$ cat src/rtl/router_reg_if.sv
`default_nettype none
// +-----------------------------------------------------------------------+
// | router_reg_if : source/FSM inputs and FIFO-side outputs of router_reg  |
// | Revision 1.0                                                           |
// +-----------------------------------------------------------------------+
interface router_reg_if;
  logic       pkt_valid;
  logic [7:0] data_in;
  logic       fifo_full;
  logic       detect_add;
  logic       lfd_state;
  logic       ld_state;
  logic       laf_state;
  logic       full_state;
  logic       rst_int_reg;
  logic [7:0] dout;
  logic       parity_done;
  logic       low_packet_valid;
  logic       err;
  logic       len_err;
  logic [7:0] err_count;

  modport master (
    output pkt_valid, data_in, fifo_full, detect_add, lfd_state, ld_state,
           laf_state, full_state, rst_int_reg,
    input  dout, parity_done, low_packet_valid, err, len_err, err_count
  );

  modport slave (
    input  pkt_valid, data_in, fifo_full, detect_add, lfd_state, ld_state,
           laf_state, full_state, rst_int_reg,
    output dout, parity_done, low_packet_valid, err, len_err, err_count
  );
endinterface
`default_nettype wire

$ cat src/rtl/router_reg.sv
`default_nettype none
// +-----------------------------------------------------------------------+
// | router_reg : router datapath - header/byte latching, parity and length |
// | checking, saturating error counter.            Revision 1.0            |
// +-----------------------------------------------------------------------+
module router_reg (
  input  logic          clock,
  input  logic          reset,
  router_reg_if.slave   bus
);

  logic [7:0] header_q,    header_d;
  logic [7:0] full_byte_q, full_byte_d;
  logic [7:0] dout_q,      dout_d;
  logic [7:0] int_par_q,   int_par_d;
  logic [7:0] pkt_par_q,   pkt_par_d;
  logic       pd_q,        pd_d;
  logic       lpv_q,       lpv_d;
  logic [5:0] cnt_q,       cnt_d;
  logic       err_q,       err_d;
  logic       len_err_q,   len_err_d;
  logic       rst_int_q,   rst_int_d;
  logic [7:0] err_cnt_q,   err_cnt_d;
  logic       w_hdr_ok;

  // Address 2'b11 is not a valid destination; such a header leaves state alone.
  assign w_hdr_ok = !(bus.pkt_valid && (bus.data_in[1:0] == 2'b11));

  always_comb begin
    header_d    = header_q;
    full_byte_d = full_byte_q;
    dout_d      = dout_q;
    int_par_d   = int_par_q;
    pkt_par_d   = pkt_par_q;
    pd_d        = pd_q;
    lpv_d       = lpv_q;
    cnt_d       = cnt_q;
    err_d       = err_q;
    len_err_d   = len_err_q;
    rst_int_d   = bus.rst_int_reg;
    err_cnt_d   = err_cnt_q;

    if (bus.detect_add && bus.pkt_valid && (bus.data_in[1:0] != 2'b11))
      header_d = bus.data_in;

    if (bus.ld_state && bus.fifo_full)
      full_byte_d = bus.data_in;

    if (bus.full_state)
      dout_d = dout_q;
    else if (bus.lfd_state)
      dout_d = header_q;
    else if (bus.ld_state && !bus.fifo_full)
      dout_d = bus.data_in;
    else if (bus.laf_state)
      dout_d = full_byte_q;

    if (bus.detect_add) begin
      if (w_hdr_ok)
        int_par_d = 8'h00;
    end else if (bus.lfd_state)
      int_par_d = int_par_q ^ header_q;
    else if (bus.ld_state && bus.pkt_valid)
      int_par_d = int_par_q ^ bus.data_in;

    if (bus.ld_state && !bus.pkt_valid)
      pkt_par_d = bus.data_in;

    // A parity byte blocked by fifo_full is only complete once laf drains it.
    if (bus.detect_add)
      pd_d = 1'b0;
    else if ((bus.ld_state && !bus.fifo_full && !bus.pkt_valid) ||
             (bus.laf_state && lpv_q && !pd_q))
      pd_d = 1'b1;

    if (bus.rst_int_reg)
      lpv_d = 1'b0;
    else if (bus.ld_state && !bus.pkt_valid)
      lpv_d = 1'b1;

    if (bus.lfd_state)
      cnt_d = 6'd0;
    else if (bus.ld_state && bus.pkt_valid && (cnt_q != 6'd63))
      cnt_d = cnt_q + 6'd1;

    if (bus.rst_int_reg) begin
      err_d     = (int_par_q != pkt_par_q);
      len_err_d = (cnt_q != header_q[7:2]);
    end else if (bus.detect_add && bus.pkt_valid) begin
      err_d     = 1'b0;
      len_err_d = 1'b0;
    end

    // err/len_err settle on the rst_int_reg edge, so they are counted one cycle later.
    if (rst_int_q && (err_q || len_err_q) && (err_cnt_q != 8'hFF))
      err_cnt_d = err_cnt_q + 8'd1;
  end

  always_ff @(posedge clock or posedge reset) begin
    if (reset) begin
      header_q    <= 8'h00;
      full_byte_q <= 8'h00;
      dout_q      <= 8'h00;
      int_par_q   <= 8'h00;
      pkt_par_q   <= 8'h00;
      pd_q        <= 1'b0;
      lpv_q       <= 1'b0;
      cnt_q       <= 6'd0;
      err_q       <= 1'b0;
      len_err_q   <= 1'b0;
      rst_int_q   <= 1'b0;
      err_cnt_q   <= 8'h00;
    end else begin
      header_q    <= header_d;
      full_byte_q <= full_byte_d;
      dout_q      <= dout_d;
      int_par_q   <= int_par_d;
      pkt_par_q   <= pkt_par_d;
      pd_q        <= pd_d;
      lpv_q       <= lpv_d;
      cnt_q       <= cnt_d;
      err_q       <= err_d;
      len_err_q   <= len_err_d;
      rst_int_q   <= rst_int_d;
      err_cnt_q   <= err_cnt_d;
    end
  end

  assign bus.dout             = dout_q;
  assign bus.parity_done      = pd_q;
  assign bus.low_packet_valid = lpv_q;
  assign bus.err              = err_q;
  assign bus.len_err          = len_err_q;
  assign bus.err_count        = err_cnt_q;

endmodule
`default_nettype wire

$ cat src/flat_wrapper.sv
// flat-port wrapper written by rule: the top's interface ports become plain ports
module router_reg_flat 
  (clock, reset, bus_pkt_valid, bus_data_in, bus_fifo_full, bus_detect_add, bus_lfd_state, bus_ld_state, bus_laf_state, bus_full_state, bus_rst_int_reg, bus_dout, bus_parity_done, bus_low_packet_valid, bus_err, bus_len_err, bus_err_count);
  router_reg_if bus_i ();
  input  logic clock;
  input  logic reset;
  input wire logic [$bits(bus_i.pkt_valid)-1:0] bus_pkt_valid;
  input wire logic [$bits(bus_i.data_in)-1:0] bus_data_in;
  input wire logic [$bits(bus_i.fifo_full)-1:0] bus_fifo_full;
  input wire logic [$bits(bus_i.detect_add)-1:0] bus_detect_add;
  input wire logic [$bits(bus_i.lfd_state)-1:0] bus_lfd_state;
  input wire logic [$bits(bus_i.ld_state)-1:0] bus_ld_state;
  input wire logic [$bits(bus_i.laf_state)-1:0] bus_laf_state;
  input wire logic [$bits(bus_i.full_state)-1:0] bus_full_state;
  input wire logic [$bits(bus_i.rst_int_reg)-1:0] bus_rst_int_reg;
  output wire logic [$bits(bus_i.dout)-1:0] bus_dout;
  output wire logic [$bits(bus_i.parity_done)-1:0] bus_parity_done;
  output wire logic [$bits(bus_i.low_packet_valid)-1:0] bus_low_packet_valid;
  output wire logic [$bits(bus_i.err)-1:0] bus_err;
  output wire logic [$bits(bus_i.len_err)-1:0] bus_len_err;
  output wire logic [$bits(bus_i.err_count)-1:0] bus_err_count;
  assign bus_i.pkt_valid = bus_pkt_valid;
  assign bus_i.data_in = bus_data_in;
  assign bus_i.fifo_full = bus_fifo_full;
  assign bus_i.detect_add = bus_detect_add;
  assign bus_i.lfd_state = bus_lfd_state;
  assign bus_i.ld_state = bus_ld_state;
  assign bus_i.laf_state = bus_laf_state;
  assign bus_i.full_state = bus_full_state;
  assign bus_i.rst_int_reg = bus_rst_int_reg;
  assign bus_dout = bus_i.dout;
  assign bus_parity_done = bus_i.parity_done;
  assign bus_low_packet_valid = bus_i.low_packet_valid;
  assign bus_err = bus_i.err;
  assign bus_len_err = bus_i.len_err;
  assign bus_err_count = bus_i.err_count;
  router_reg u_core (.clock(clock), .reset(reset), .bus(bus_i));
endmodule
$ cat config.mk
export PLATFORM = sky130hd
export DESIGN_NAME = router_reg_flat
export DESIGN_NICKNAME = d
export VERILOG_FILES = /design/src/rtl/router_reg_if.sv /design/src/rtl/router_reg.sv /design/src/flat_wrapper.sv
export SDC_FILE = /design/constraint.sdc
export NUM_CORES = 1
export LEC_CHECK = 0
export BUFFER_PORTS_ARGS = -buffer_cell sky130_fd_sc_hd__buf_4
export CAP_MARGIN = 0
export CORE_UTILIZATION = 55
export CTS_CLUSTER_SIZE = 30
export DETAILED_ROUTE_END_ITERATION = 10
export GPL_TIMING_DRIVEN = 1
export PLACE_DENSITY = 0.82
export SLEW_MARGIN = 20
export SYNTH_ARGS = -nofsm -noshare
export SYNTH_HDL_FRONTEND = slang
export SYNTH_SLANG_ARGS = --single-unit
$ cat constraint.sdc
create_clock -name clock -period 1.9 [get_ports clock]
set_input_delay 0.19 -clock clock [delete_from_list [all_inputs] [get_ports clock]]
set_output_delay 0.19 -clock clock [all_outputs]
set_load 0.005 [all_outputs]
# Yosys cells after proc, flatten, opt, wreduce, memory -nomap -nowiden
# Index checks and enable logic that the tools add are counted.
# totals
regBits	59
in_bits	18
wordCells	66
# op_classes
mux	16
bitwise	3
n_reduce_logical	26
eq_ne	7
n_addsub	2
# ops
cell	n
$mux W8	7
$xor A8 B8 Y8	2
$logic_and A1 B1 Y1	13
$mux W6	2
$add A8 B1 Y8 const B	1
$ne A8 B8 Y1	1
$ne A8 B8 Y1 const B	1
$reduce_bool A2 Y1	4
$mux W1	7
$add A6 B1 Y6 const B	1
$ne A6 B6 Y1	1
$ne A6 B6 Y1 const B	1
$reduce_bool A3 Y1	2
$ne A2 B2 Y1 const B	2
$reduce_and A2 Y1	2
$logic_not A1 Y1	3
$eq A2 B2 Y1 const B	1
$logic_or A1 B1 Y1	2
$not A1 Y1	1

# Depth between registers and ports, before layout
# depth
depth_word	6
depth_mapped	6
depth_no_buf	5

# Worst setup path before layout
# No wires, ideal clock.
# synth_timing
path_kind	register -> register
from	register u_core.err_cnt_q[0], in the netlist u_core.bus.err_count[0]
to	register u_core.err_cnt_q[1], in the netlist u_core.bus.err_count[1]
t_arrival_ns	1.484
stages_incl_launch_ff	5
path_slack_ns	0.291
required_ns	1.775
setup_ns	0.125
n_path_buf	0
path_cell_list	dfrtp_1 > ha_1 > and3_1 > a21oi_1 > mux2_2
# synth_via
elab_chain_cells	2
# synth_rtl
item	line_no	text
start: declaration	router_reg.sv:23	logic [7:0] err_cnt_q, err_cnt_d;
start signal: assignment	router_reg.sv:125	err_cnt_q <= err_cnt_d;
branches (longest 2 deep; another with $add A8 B1 Y8)	-	
# Several ways; the timed one is not identified.
# A chain may end at the register's enable or synchronous reset.

# Worst setup path in the final report
# Ends and elaborated chain as after synthesis.

==> results.cfg <==
[final_layout]
flow.area_growth_from_synthesis_pct = 20.49
ff_latch_area_sq_mm = 0.001476
finish.cell_count_without_fillers = 364
layout_cell_share_with_drive_strength_beyond_1 = 0.3299
antenna_cells_inserted = 0
multi_input_comb_area_sq_mm = 0.001355
fill_cells = 397
stdcell_area_sq_mm = 0.003481
final_nets = 309

[clock_tree]
ctsHtreeMaxLevel = 3
path_clk_slew_ns = 0.07
worst_skew_pair.late_latency_ns = 0.34
tritoncts = built
post_cts.repair.setup_buffers = 0
tritoncts_buffer_count = 9
cts_buffer_depth = 2
cts_num_sinks = 59
clockRootBuffer = clkbuf_8

[timing]
period_share = 0.9161
final_max_slew_viol_count = 0
aggregate_negative_setup_slack_ns = 0
grt_setup_unrepaired = no
timing_hold_violations_final = 0
worst_pin_slew_ns = 0.4703
setup_violations = 0
slew_headroom = 0.6861
minimum_clock_period_after_layout_ns = 1.741
fin_worst_skew_ns = 0.007148
fmax_ghz = 0.5745

[synthesis]
ys_ff_latch = 59
syn-instance-count = 245
synth_enable_flop_cells = 0
async_flop_share = 1.000
yosys.cell_types.count = 32
netlist.top_cell.by_area = dfrtp_1
ys.warnings.count = 0
syn-mean-instance-area_sq_um = 11.79
syn_nets = 265
synth_ff_type = dfrtp_1
yosysTopAreaCellShare = 0.5110
syn_area_sq_mm = 0.002889
yosysSeqAreaShare = 0.5110
main_area_contributors_after_synthesis = dfrtp_1 51%, mux2_2 12%, mux2i_1 5.9%, xnor2_1 5.2%, o21ai_0 3.6%

[worst_setup_path]
critical_path.max_fanout = 5
cp_arrival_ns = 1.97
worst_path_max_delay_cell = dfrtp_1
crit_path_end_kind = flop
worst-path-buf-inv = 0
timing.critical_path.from_type = flop
cp_top_family = flip-flops
critPathRequiredTime_ns = 2.13
maximum_cell_stage_delay_along_the_critical_path_ns = 0.42
path_class = reg2reg
cp_cell_sequence = ha_1, and3_1, a21oi_1, mux2_2

[worst_hold_path]
timing.hold.worst.class = in2reg

[global_routing]
grt_start_max_net_pins = 60
globalRouteMet3Util = 0.05014
grt_antenna_before_repair = 0
grt_first_pass_wirelength_um = 9563
remaining_overflow_grt = 0
grt_pass1_vias = 1974
global_route.usage.total = 0.2358
top_usage_layer = met2
globalRouteMet1Util = 0.3179
groute.layer.met2.usage = 0.3704

[pwr]
ir_drop_mv = 0.7959
p_leak_uw = 0.001552
cellPowerDensity_mw_per_mm2 = 1085
switching_share = 0.2729
power_report.internal_total_uw = 2745
total_switching_power_uw = 1030
power_frac_comb = 0.204
clkPwrFrac = 0.345
sequentialPowerShare = 0.450

[floorplan]
dieArea_sq_mm = 0.005547
floorplan.core_area_sq_mm = 0.005075
floorplan.io_pins = 38
die_w_um = 74.48
die_height_um = 74.48
placementRows = 26
start_util = 0.5693

[placement]
place_inst = 347
dpl_cell_area_sq_mm = 0.003243
port_buffers = 37
routabilityCongestion = 0.7925
final_hpwl_dp_um = 3945

[route]
drt_first_iter_violations = 184
route.antenna.remaining_nets = 0
wl_per_cell_um = 15.47
drcViolationCount = 0
wirelength_um = 5631
viasPerCell = 5.538
firstDrtPassIters = 4
via_count = 2016

[outcome]
run_status = completed

[run]
maxCapViolations = 0
## path summary, 6_finish.rpt
path,startpoint,endpoint,slack (ns),depth (start not counted)
min in group asynchronous,reset,u_core.bus.err_count[4]$_DFFE_PP0P_,0.46,4
max in group asynchronous,reset,u_core.cnt_q[4]$_DFFE_PP0P_,1.17,4
worst min-delay path,bus_rst_int_reg,u_core.rst_int_q$_DFF_PP0_,0.02,1
worst max-delay path,u_core.bus.err_count[0]$_DFFE_PP0P_,u_core.bus.err_count[1]$_DFFE_PP0P_,0.16,4
worst min register to register,u_core.bus.err_count[7]$_DFFE_PP0P_,u_core.bus.err_count[7]$_DFFE_PP0P_,0.49,1
worst max register to register,u_core.bus.err_count[0]$_DFFE_PP0P_,u_core.bus.err_count[1]$_DFFE_PP0P_,0.16,4
## registers in the layout, indices dropped and copies added, names as in the netlist, 6 cells and up
signal and cells:
u_core.pkt_par_q 8, u_core.full_byte_q 8, u_core.int_par_q 8, u_core.bus.err_count 8, u_core.cnt_q 6, u_core.header_q 8, u_core.bus.dout 8
## what timing repair did
item,in CTS,in global routing
hold buffers,1,0
endpoints found under the hold margin,59,0
resized for setup,0,0
## cells in the mapped netlist (all sizes together), types with 2 or more instances
cell / count
a21oi: 2
and3: 4
and4: 2
buf: 5
clkbuf: 3
dfrtp: 59
ha: 2
inv: 3
mux2: 31
mux2i: 17
nand2: 19
nand3: 6
nand4: 4
nor2: 14
nor2b: 8
o211ai: 2
o21ai: 21
o31ai: 8
or2: 2
xnor2: 17
xor2: 9
## final cells by class
class,count,area share
Clock buffer,12,0.04457
Multi-Input combinational cell,175,0.3893
Inverter,3,0.003235
Tap cell,70,0.02516
Clock inverter,4,0.02085
Timing Repair Buffer,41,0.09274
Sequential cell,59,0.4242
## cells in the final DEF, fill, tap and decap left out, types with 4 or more instances in the layout
cell type / n
and3_1: 4
buf_4: 39
clkbuf_8: 11
dfrtp_1: 59
mux2_2: 31
mux2i_1: 17
nand2_1: 19
nand3_1: 6
nand4_1: 4
nor2_1: 13
nor2b_1: 8
o21ai_0: 21
o31ai_2: 7
xnor2_1: 17
xor2_1: 9
## power by group through the flow
| stage | clock network (uW) | logic [uW] | registers (uW) |
|---|---|---|---|
| after floorplan | 0 | 468 | 1680 |
| after global placement | 0 | 749 | 1710 |
| after detailed placement | 0 | 775 | 1720 |
| after CTS | 1310 | 783 | 1700 |
| after global routing | 1360 | 855 | 1730 |
| final | 1300 | 771 | 1700 |
## logic make-up (layout without fill, tap and decap cells)
group,Yosys count,in the layout,synth area share
AO/OA/AOI/OAI,38,38,0.09875
XOR/XNOR,26,26,0.07882
adder cells (fa/ha/maj),2,2,0.008660
buffers and inverters,11,60,0.01992
flip-flops,59,59,0.5110
multiplexers,48,48,0.1797
AND/OR/NAND/NOR,61,61,0.1031
## per-layer routing
layer | vias up | wire (um)
met5 | - | 0
met3 | 5 | 277
met4 | 0 | 61
li1 | 953 | -
met1 | 1004 | 2616
met2 | 54 | 2676
## per-stage QoR
step	hold slack, ns	total power [uW]	worst slack (ns)	utilization
after floorplan	0.2214	2149	0.2537	-
after CTS	0.008664	3797	0.1704	0.6859
after global routing	0.007322	3949	0.09047	0.6859
after detailed placement	0.2857	2493	0.1834	0.6391
final	0.01752	3775	0.1594	0.6859
after global placement	0.2784	2455	0.2738	0.6391
## worst reg2reg max path: stages (launching register included)
cell and delay, ns:
dfrtp_1 0.42, ha_1 0.22, and3_1 0.22, a21oi_1 0.38, mux2_2 0.39
Note: power is estimated with default switching activity, not from simulation.
